--- src/rtl/pipe_ctrl.sv ---
// Control and hazard unit for the 4-stage IF/RF/EX/WB pipeline: valid tracking, decode, interlock, flush, drain.
// Optional build macro PIPE_FORWARDING_EN replaces EX/WB interlocks with operand forwarding.
module pipe_ctrl #(
  parameter int NUM_REGS = 4
) (
  input  logic       clock,
  input  logic       reset,
  input  logic       N,
  input  logic       Z,
  input  logic [7:0] ir_rf,
  input  logic [7:0] ir_ex,
  input  logic [7:0] ir_wb,
  output logic       PCWrite,
  output logic       PCsel,
  output logic       IRLoad,
  output logic       IR3Load,
  output logic       IR4Load,
  output logic       R1R2Load,
  output logic       R1Sel,
  output logic       ALU1,
  output logic [2:0] ALU2,
  output logic [2:0] ALUop,
  output logic       ALU3,
  output logic       FlagWrite,
  output logic       MemWrite,
  output logic       WBenable,
  output logic       RFWrite,
  output logic       IncCount,
  output logic       halted,
  output logic [1:0] fwd1,
  output logic [1:0] fwd2
);

  localparam int RW = $clog2(NUM_REGS);
  localparam logic [RW-1:0] K1 = RW'(1);

  localparam logic [2:0] ALU_ADD   = 3'd0;
  localparam logic [2:0] ALU_SUB   = 3'd1;
  localparam logic [2:0] ALU_NAND  = 3'd2;
  localparam logic [2:0] ALU_OR    = 3'd3;
  localparam logic [2:0] ALU_SHIFT = 3'd4;

  typedef enum logic [1:0] {RUN, DRAIN, HALT} state_t;

  typedef enum logic [3:0] {
    OP_LOAD, OP_STORE, OP_ADD, OP_SUB, OP_NAND, OP_BZ, OP_BNZ, OP_BPZ,
    OP_STOP, OP_NOP, OP_SHIFT, OP_ORI
  } op_t;

  // Unlisted encodings fall through to nop so they never write or read registers.
  function automatic op_t decode(input logic [3:0] opc);
    op_t op;
    op = OP_NOP;
    if (opc[2:0] == 3'b111) begin
      op = OP_ORI;
    end else if (opc[2:0] == 3'b011) begin
      op = OP_SHIFT;
    end else begin
      case (opc)
        4'b0000: op = OP_LOAD;
        4'b0010: op = OP_STORE;
        4'b0100: op = OP_ADD;
        4'b0110: op = OP_SUB;
        4'b1000: op = OP_NAND;
        4'b0101: op = OP_BZ;
        4'b1001: op = OP_BNZ;
        4'b1101: op = OP_BPZ;
        4'b0001: op = OP_STOP;
        default: op = OP_NOP;
      endcase
    end
    return op;
  endfunction

  function automatic logic writes_reg(input op_t op);
    return op inside {OP_LOAD, OP_ADD, OP_SUB, OP_NAND, OP_SHIFT, OP_ORI};
  endfunction

  function automatic logic reads_r1(input op_t op);
    return op inside {OP_ADD, OP_SUB, OP_NAND, OP_STORE, OP_SHIFT, OP_ORI};
  endfunction

  function automatic logic reads_r2(input op_t op);
    return op inside {OP_ADD, OP_SUB, OP_NAND, OP_STORE, OP_LOAD};
  endfunction

  state_t state, state_nx;
  logic v_rf, v_ex, v_wb;
  logic v_rf_nx, v_ex_nx, v_wb_nx;

  op_t op_rf, op_ex, op_wb;
  logic [RW-1:0] rf_a1, rf_a2, ex_wa, wb_wa;
  logic rf_rd1, rf_rd2, ex_wr, wb_wr;
  logic m1_ex, m2_ex, m1_wb, m2_wb;
  logic hazard, br_taken, rf_stop;
  logic unused_ok;

  assign op_rf = decode(ir_rf[3:0]);
  assign op_ex = decode(ir_ex[3:0]);
  assign op_wb = decode(ir_wb[3:0]);

  assign rf_a1 = (op_rf == OP_ORI) ? K1 : ir_rf[7 -: RW];
  assign rf_a2 = ir_rf[5 -: RW];
  assign ex_wa = (op_ex == OP_ORI) ? K1 : ir_ex[7 -: RW];
  assign wb_wa = (op_wb == OP_ORI) ? K1 : ir_wb[7 -: RW];
  assign unused_ok = ^{ir_ex[5:4], ir_wb[5:4]};

  assign rf_rd1 = v_rf & reads_r1(op_rf);
  assign rf_rd2 = v_rf & reads_r2(op_rf);
  assign ex_wr  = v_ex & writes_reg(op_ex);
  assign wb_wr  = v_wb & writes_reg(op_wb);

  assign m1_ex = rf_rd1 & ex_wr & (rf_a1 == ex_wa);
  assign m2_ex = rf_rd2 & ex_wr & (rf_a2 == ex_wa);
  assign m1_wb = rf_rd1 & wb_wr & (rf_a1 == wb_wa);
  assign m2_wb = rf_rd2 & wb_wr & (rf_a2 == wb_wa);

`ifdef PIPE_FORWARDING_EN
  // Load data only exists after memory, so a load in EX still costs one bubble.
  assign hazard = (m1_ex | m2_ex) & (op_ex == OP_LOAD);
  assign fwd1   = m1_ex ? 2'd1 : (m1_wb ? 2'd2 : 2'd0);
  assign fwd2   = m2_ex ? 2'd1 : (m2_wb ? 2'd2 : 2'd0);
`else
  // The register file has no write-through, so a WB writer also interlocks.
  assign hazard = m1_ex | m2_ex | m1_wb | m2_wb;
  assign fwd1   = 2'd0;
  assign fwd2   = 2'd0;
`endif

  assign br_taken = v_ex & (((op_ex == OP_BZ)  &  Z) |
                            ((op_ex == OP_BNZ) & ~Z) |
                            ((op_ex == OP_BPZ) & ~N));
  assign rf_stop  = v_rf & (op_rf == OP_STOP);

  always_ff @(posedge clock or negedge reset) begin
    if (!reset) begin
      state <= RUN;
      v_rf  <= 1'b0;
      v_ex  <= 1'b0;
      v_wb  <= 1'b0;
    end else begin
      state <= state_nx;
      v_rf  <= v_rf_nx;
      v_ex  <= v_ex_nx;
      v_wb  <= v_wb_nx;
    end
  end

  always_comb begin
    state_nx = state;
    v_rf_nx  = 1'b0;
    v_ex_nx  = 1'b0;
    v_wb_nx  = v_ex;
    PCWrite  = 1'b0;
    PCsel    = 1'b1;
    IRLoad   = 1'b0;
    IR3Load  = 1'b0;
    IR4Load  = 1'b0;
    R1R2Load = 1'b0;
    case (state)
      RUN: begin
        IR3Load = 1'b1;
        IR4Load = 1'b1;
        if (br_taken) begin
          PCWrite  = 1'b1;
          PCsel    = 1'b0;
          IRLoad   = 1'b1;
          R1R2Load = 1'b1;
        end else if (hazard) begin
          v_rf_nx = v_rf;
        end else if (rf_stop) begin
          state_nx = DRAIN;
          R1R2Load = 1'b1;
        end else begin
          PCWrite  = 1'b1;
          IRLoad   = 1'b1;
          R1R2Load = 1'b1;
          v_rf_nx  = 1'b1;
          v_ex_nx  = v_rf;
        end
      end
      DRAIN: begin
        IR3Load  = 1'b1;
        IR4Load  = 1'b1;
        R1R2Load = 1'b1;
        if (!v_ex && !v_wb) state_nx = HALT;
      end
      HALT: begin
        v_wb_nx = 1'b0;
      end
      default: state_nx = RUN;
    endcase
    // Hold the datapath frozen while reset is asserted, not just after the edge.
    if (!reset) begin
      PCWrite  = 1'b0;
      IRLoad   = 1'b0;
      IR3Load  = 1'b0;
      IR4Load  = 1'b0;
      R1R2Load = 1'b0;
    end
  end

  always_comb begin
    ALU1      = 1'b0;
    ALU2      = 3'd0;
    ALUop     = ALU_ADD;
    ALU3      = 1'b0;
    FlagWrite = 1'b0;
    MemWrite  = 1'b0;
    if (v_ex) begin
      case (op_ex)
        OP_ADD:   begin ALU1 = 1'b1; ALUop = ALU_ADD;  FlagWrite = 1'b1; end
        OP_SUB:   begin ALU1 = 1'b1; ALUop = ALU_SUB;  FlagWrite = 1'b1; end
        OP_NAND:  begin ALU1 = 1'b1; ALUop = ALU_NAND; FlagWrite = 1'b1; end
        OP_ORI:   begin ALU1 = 1'b1; ALU2 = 3'd3; ALUop = ALU_OR;    FlagWrite = 1'b1; end
        OP_SHIFT: begin ALU1 = 1'b1; ALU2 = 3'd4; ALUop = ALU_SHIFT; FlagWrite = 1'b1; end
        OP_LOAD:  ALU3 = 1'b1;
        OP_STORE: MemWrite = 1'b1;
        OP_BZ, OP_BNZ, OP_BPZ: begin
          if (br_taken) begin
            ALU1  = 1'b0;
            ALU2  = 3'd2;
            ALUop = ALU_ADD;
          end
        end
        default: ;
      endcase
    end
  end

  assign WBenable = ex_wr;
  assign RFWrite  = wb_wr;
  assign IncCount = v_wb & (op_wb != OP_STOP);
  assign R1Sel    = v_rf & (op_rf == OP_ORI);
  assign halted   = (state == HALT);

endmodule

--- config.mk ---
export PLATFORM = sky130hd
export DESIGN_NAME = pipe_ctrl
export DESIGN_NICKNAME = d
export VERILOG_FILES = /design/src/rtl/pipe_ctrl.sv
export SDC_FILE = /design/constraint.sdc
export NUM_CORES = 1
export LEC_CHECK = 0
export CAP_MARGIN = 20
export CORE_UTILIZATION = 37
export DETAILED_ROUTE_END_ITERATION = 12
export PLACE_DENSITY = 0.84
export SLEW_MARGIN = 40
export SYNTH_ARGS = -nofsm -noshare
export SYNTH_HDL_FRONTEND = slang
export SYNTH_SLANG_ARGS = --single-unit
--- constraint.sdc ---
create_clock -name clock -period 1.75 [get_ports clock]
set_input_delay 0.175 -clock clock [delete_from_list [all_inputs] [get_ports clock]]
set_output_delay 0.175 -clock clock [all_outputs]
set_load 0.1 [all_outputs]
==> metrics.cfg, run 1 <==
[routing]
drt_iter0_drc=68
postRouteAntennaNets=0
vias=1364
drc_errors=0
routed_wl_mm=4.58
dr.pass1.iters=6
avgViaCountPerCell=6.31
post_drt_wl_per_cell_um=21.2

[clocking]
path_clk_slew_ns=0.05
clockBufferDepth=2
cts_tree=built
ctsHtreeMaxLevel=1
cts_root_buffer=clkbuf_4
numClockSinks=5
clk_latency_ns=0.26
ctsHoldBuffers=0
cts_buffers=3

[yosys]
syn-cell-area_sq_um=856
yosys.area_share.simple=0.393
synth_common_cells=nand2_1, buf_4, inv_1, nand2b_1, nor2_1
synth_top_area_cell=dfrtp_1
syn_avg_cell_area_sq_um=7.44
async_flop_share=1.00
synth_cell_types=42
synthXorXnorAreaFrac=0.0512
synth_most_common_cell=nand2_1
synthTopCellsByArea=dfrtp_1, buf_4, nand2b_1
yosysWarnings=0
synth_compound_area_frac=0.257
yosys.area_share.adder=0
synth_top_family_by_area=simple AND/OR/NAND/NOR gates
synth_cells=115
synth_ff_type=dfrtp_1
synth-edff-count=0
synth_top_area_frac=0.146
ys_ff_latch=5
synth_mux_area_frac=0.0351
seq_area_frac_synth=0.146

[finish]
antenna_cells=0
seq_area_sq_um=125
fin_util=0.880
final_cells=216
n_fill_cell=96
final_layout_size_suffix_gt1_frac=0.495
syn2layout_area_growth_pct=125
final_nets=217
multi_input_area_sq_um=817

[pwr]
power.switching_mw=1.39
comb_power_share=0.827
swShare=0.582
finalPower_mw=2.39
p_int_mw=0.998
seqPwrFrac=0.112
clkPwrFrac=0.061
peakVddDrop_mv=1.34
p_per_area_nw_per_um2=1240
leakage_nw=0.846

[place]
gp_congestion=0.930
placedCellCount=205
io_buffers=44
dp.final_hpwl_mm=2.58

[critical_path]
cp.arrival_ns=1.98
reg2reg_slack_ns=-0.13
path_class=reg -> out
reg2reg_depth=8
cp-start-kind=flip-flop
crit_path_end_kind=output pin
cp_data_required_time_ns=1.57
worstPathMaxFanout=4

[global_route]
grt_pass1_vias=1311
antenna_found_initial=0
grt.total_usage=0.332
grt_pass1_wl_mm=6.24
grt_overflow_total=0
grt_start_max_net_pins=9

[timing]
finalCritPeriodShare=1.23
rsz0062_at_grt=yes
fmax_mhz=464
final_hold_viol_count=0
slew_viol_final=0
finalWorstSetupSlack_ns=-0.405
setup_viol=6
fin_crit_ns=2.16
skew_ns=0.00750
hold_slack_ns=0.317

[status]
violations=setup timing
outcome=complete, but fails checks

[hold_path]
hp-class=in -> async

[die]
die_w_um=50.1
start_util=0.391
rows=17
die_h_um=50.1
io_pins=53
coreArea_sq_um=2190
dieArea_sq_um=2510

[run]
max_cap_violations=0

-- stage by stage --
step	TNS (ns)	cell area, sq um	worst slack [ns]
2_1_floorplan	-3.57	971	-0.877
3_3_place_gp	-1.95	1740	-0.486
3_5_place_dp	-2.61	1740	-0.549
4_1_cts	-1.05	1870	-0.373
5_1_grt	-1.99	1930	-0.475
6_report	-1.48	1930	-0.405
-- power groups by stage --
stage / sequential, mW / combinational (mW) / clock, mW
finish: 0.267 / 1.98 / 0.146
global route: 0.272 / 2.03 / 0.152
CTS: 0.248 / 1.88 / 0.143
detailed placement: 0.243 / 1.80 / 0
global placement: 0.238 / 1.76 / 0
floorplan: 0.243 / 1.14 / 0
-- cells by family after synthesis --
kind of cell / count (synthesis)
buffers and inverters: 17
AOI/OAI and AO/OA: 28
DFF: 5
muxes: 3
and+or+nand+nor: 56
xor gates and xnor gates: 5
other: 1
-- layer usage --
metal / vias to the layer above / wire, um / global-route usage
met2: 120 / 2240 / 0.591
li1: 563 / - / -
met3: 42 / 431 / 0.0772
met5: - / 0 / 0
met4: 0 / 328 / 0.205
met1: 639 / 1580 / 0.344
-- worst paths after layout --
path,to,from
max,PCWrite,v_wb
min,v_rf,reset
max reg2reg,v_ex,v_wb
min reg2reg,state[0],state[1]
max in group asynchronous,state[1],reset
min in group clock,state[0],state[1]
-- placed cells by master (no fill, tap or decap), types with 3 or more instances in the layout --
| cell | synthesis | final |
|---|---|---|
| buf_4 | 8 | 27 |
| buf_12 | 0 | 21 |
| dlygate4sd2_1 | 0 | 11 |
| nand2_1 | 10 | 8 |
| clkdlybuf4s50_1 | 0 | 7 |
| inv_1 | 7 | 6 |
| nand2b_1 | 7 | 5 |
| dfrtp_1 | 5 | 5 |
| nor2_1 | 7 | 4 |
| o21ai_0 | 4 | 4 |
| conb_1 | 1 | 4 |
| buf_6 | 0 | 4 |
| nor4_2 | 2 | 3 |
| nor2_2 | 0 | 3 |
| xnor2_1 | 3 | 3 |
| nand3_1 | 3 | 3 |
| a21oi_1 | 4 | 3 |
| clkbuf_4 | 0 | 3 |
-- layout make-up --
type                            instances  area share
Clock buffer                            4      0.0136
Timing Repair Buffer                   76       0.464
Tap cell                               28      0.0182
Sequential cell                         5      0.0649
Inverter                                7      0.0156
Multi-Input combinational cell         96       0.424
-- critical path, cell delays in order (launching register included) --
cell and delay (ns):
dfrtp_1 0.39, and3_4 0.20, a31oi_4 0.23, o22ai_1 0.15, nand4b_1 0.16, nand4_4 0.15
o21ai_4 0.23, buf_12 0.20
-- state kept, by name (all words and copies together), names as in the netlist --
signal / flops
state: 2
v_ex: 1
v_rf: 1
v_wb: 1
-- timing repair --
item | 4_1_cts | 5_1_grt
resized for setup | 32 | 14
pin swaps | 10 | 5
endpoints found under the setup margin | 12 | 11
setup buffers | 4 | 3
Power figures use the tool's default switching activity.
==> run 2: changes to the inputs <==
Settings changed: HOLD_SLACK_MARGIN set to 0.02.
==> results of run 2 <==
Final layout, timing and power as in run 1 (identical DEF).
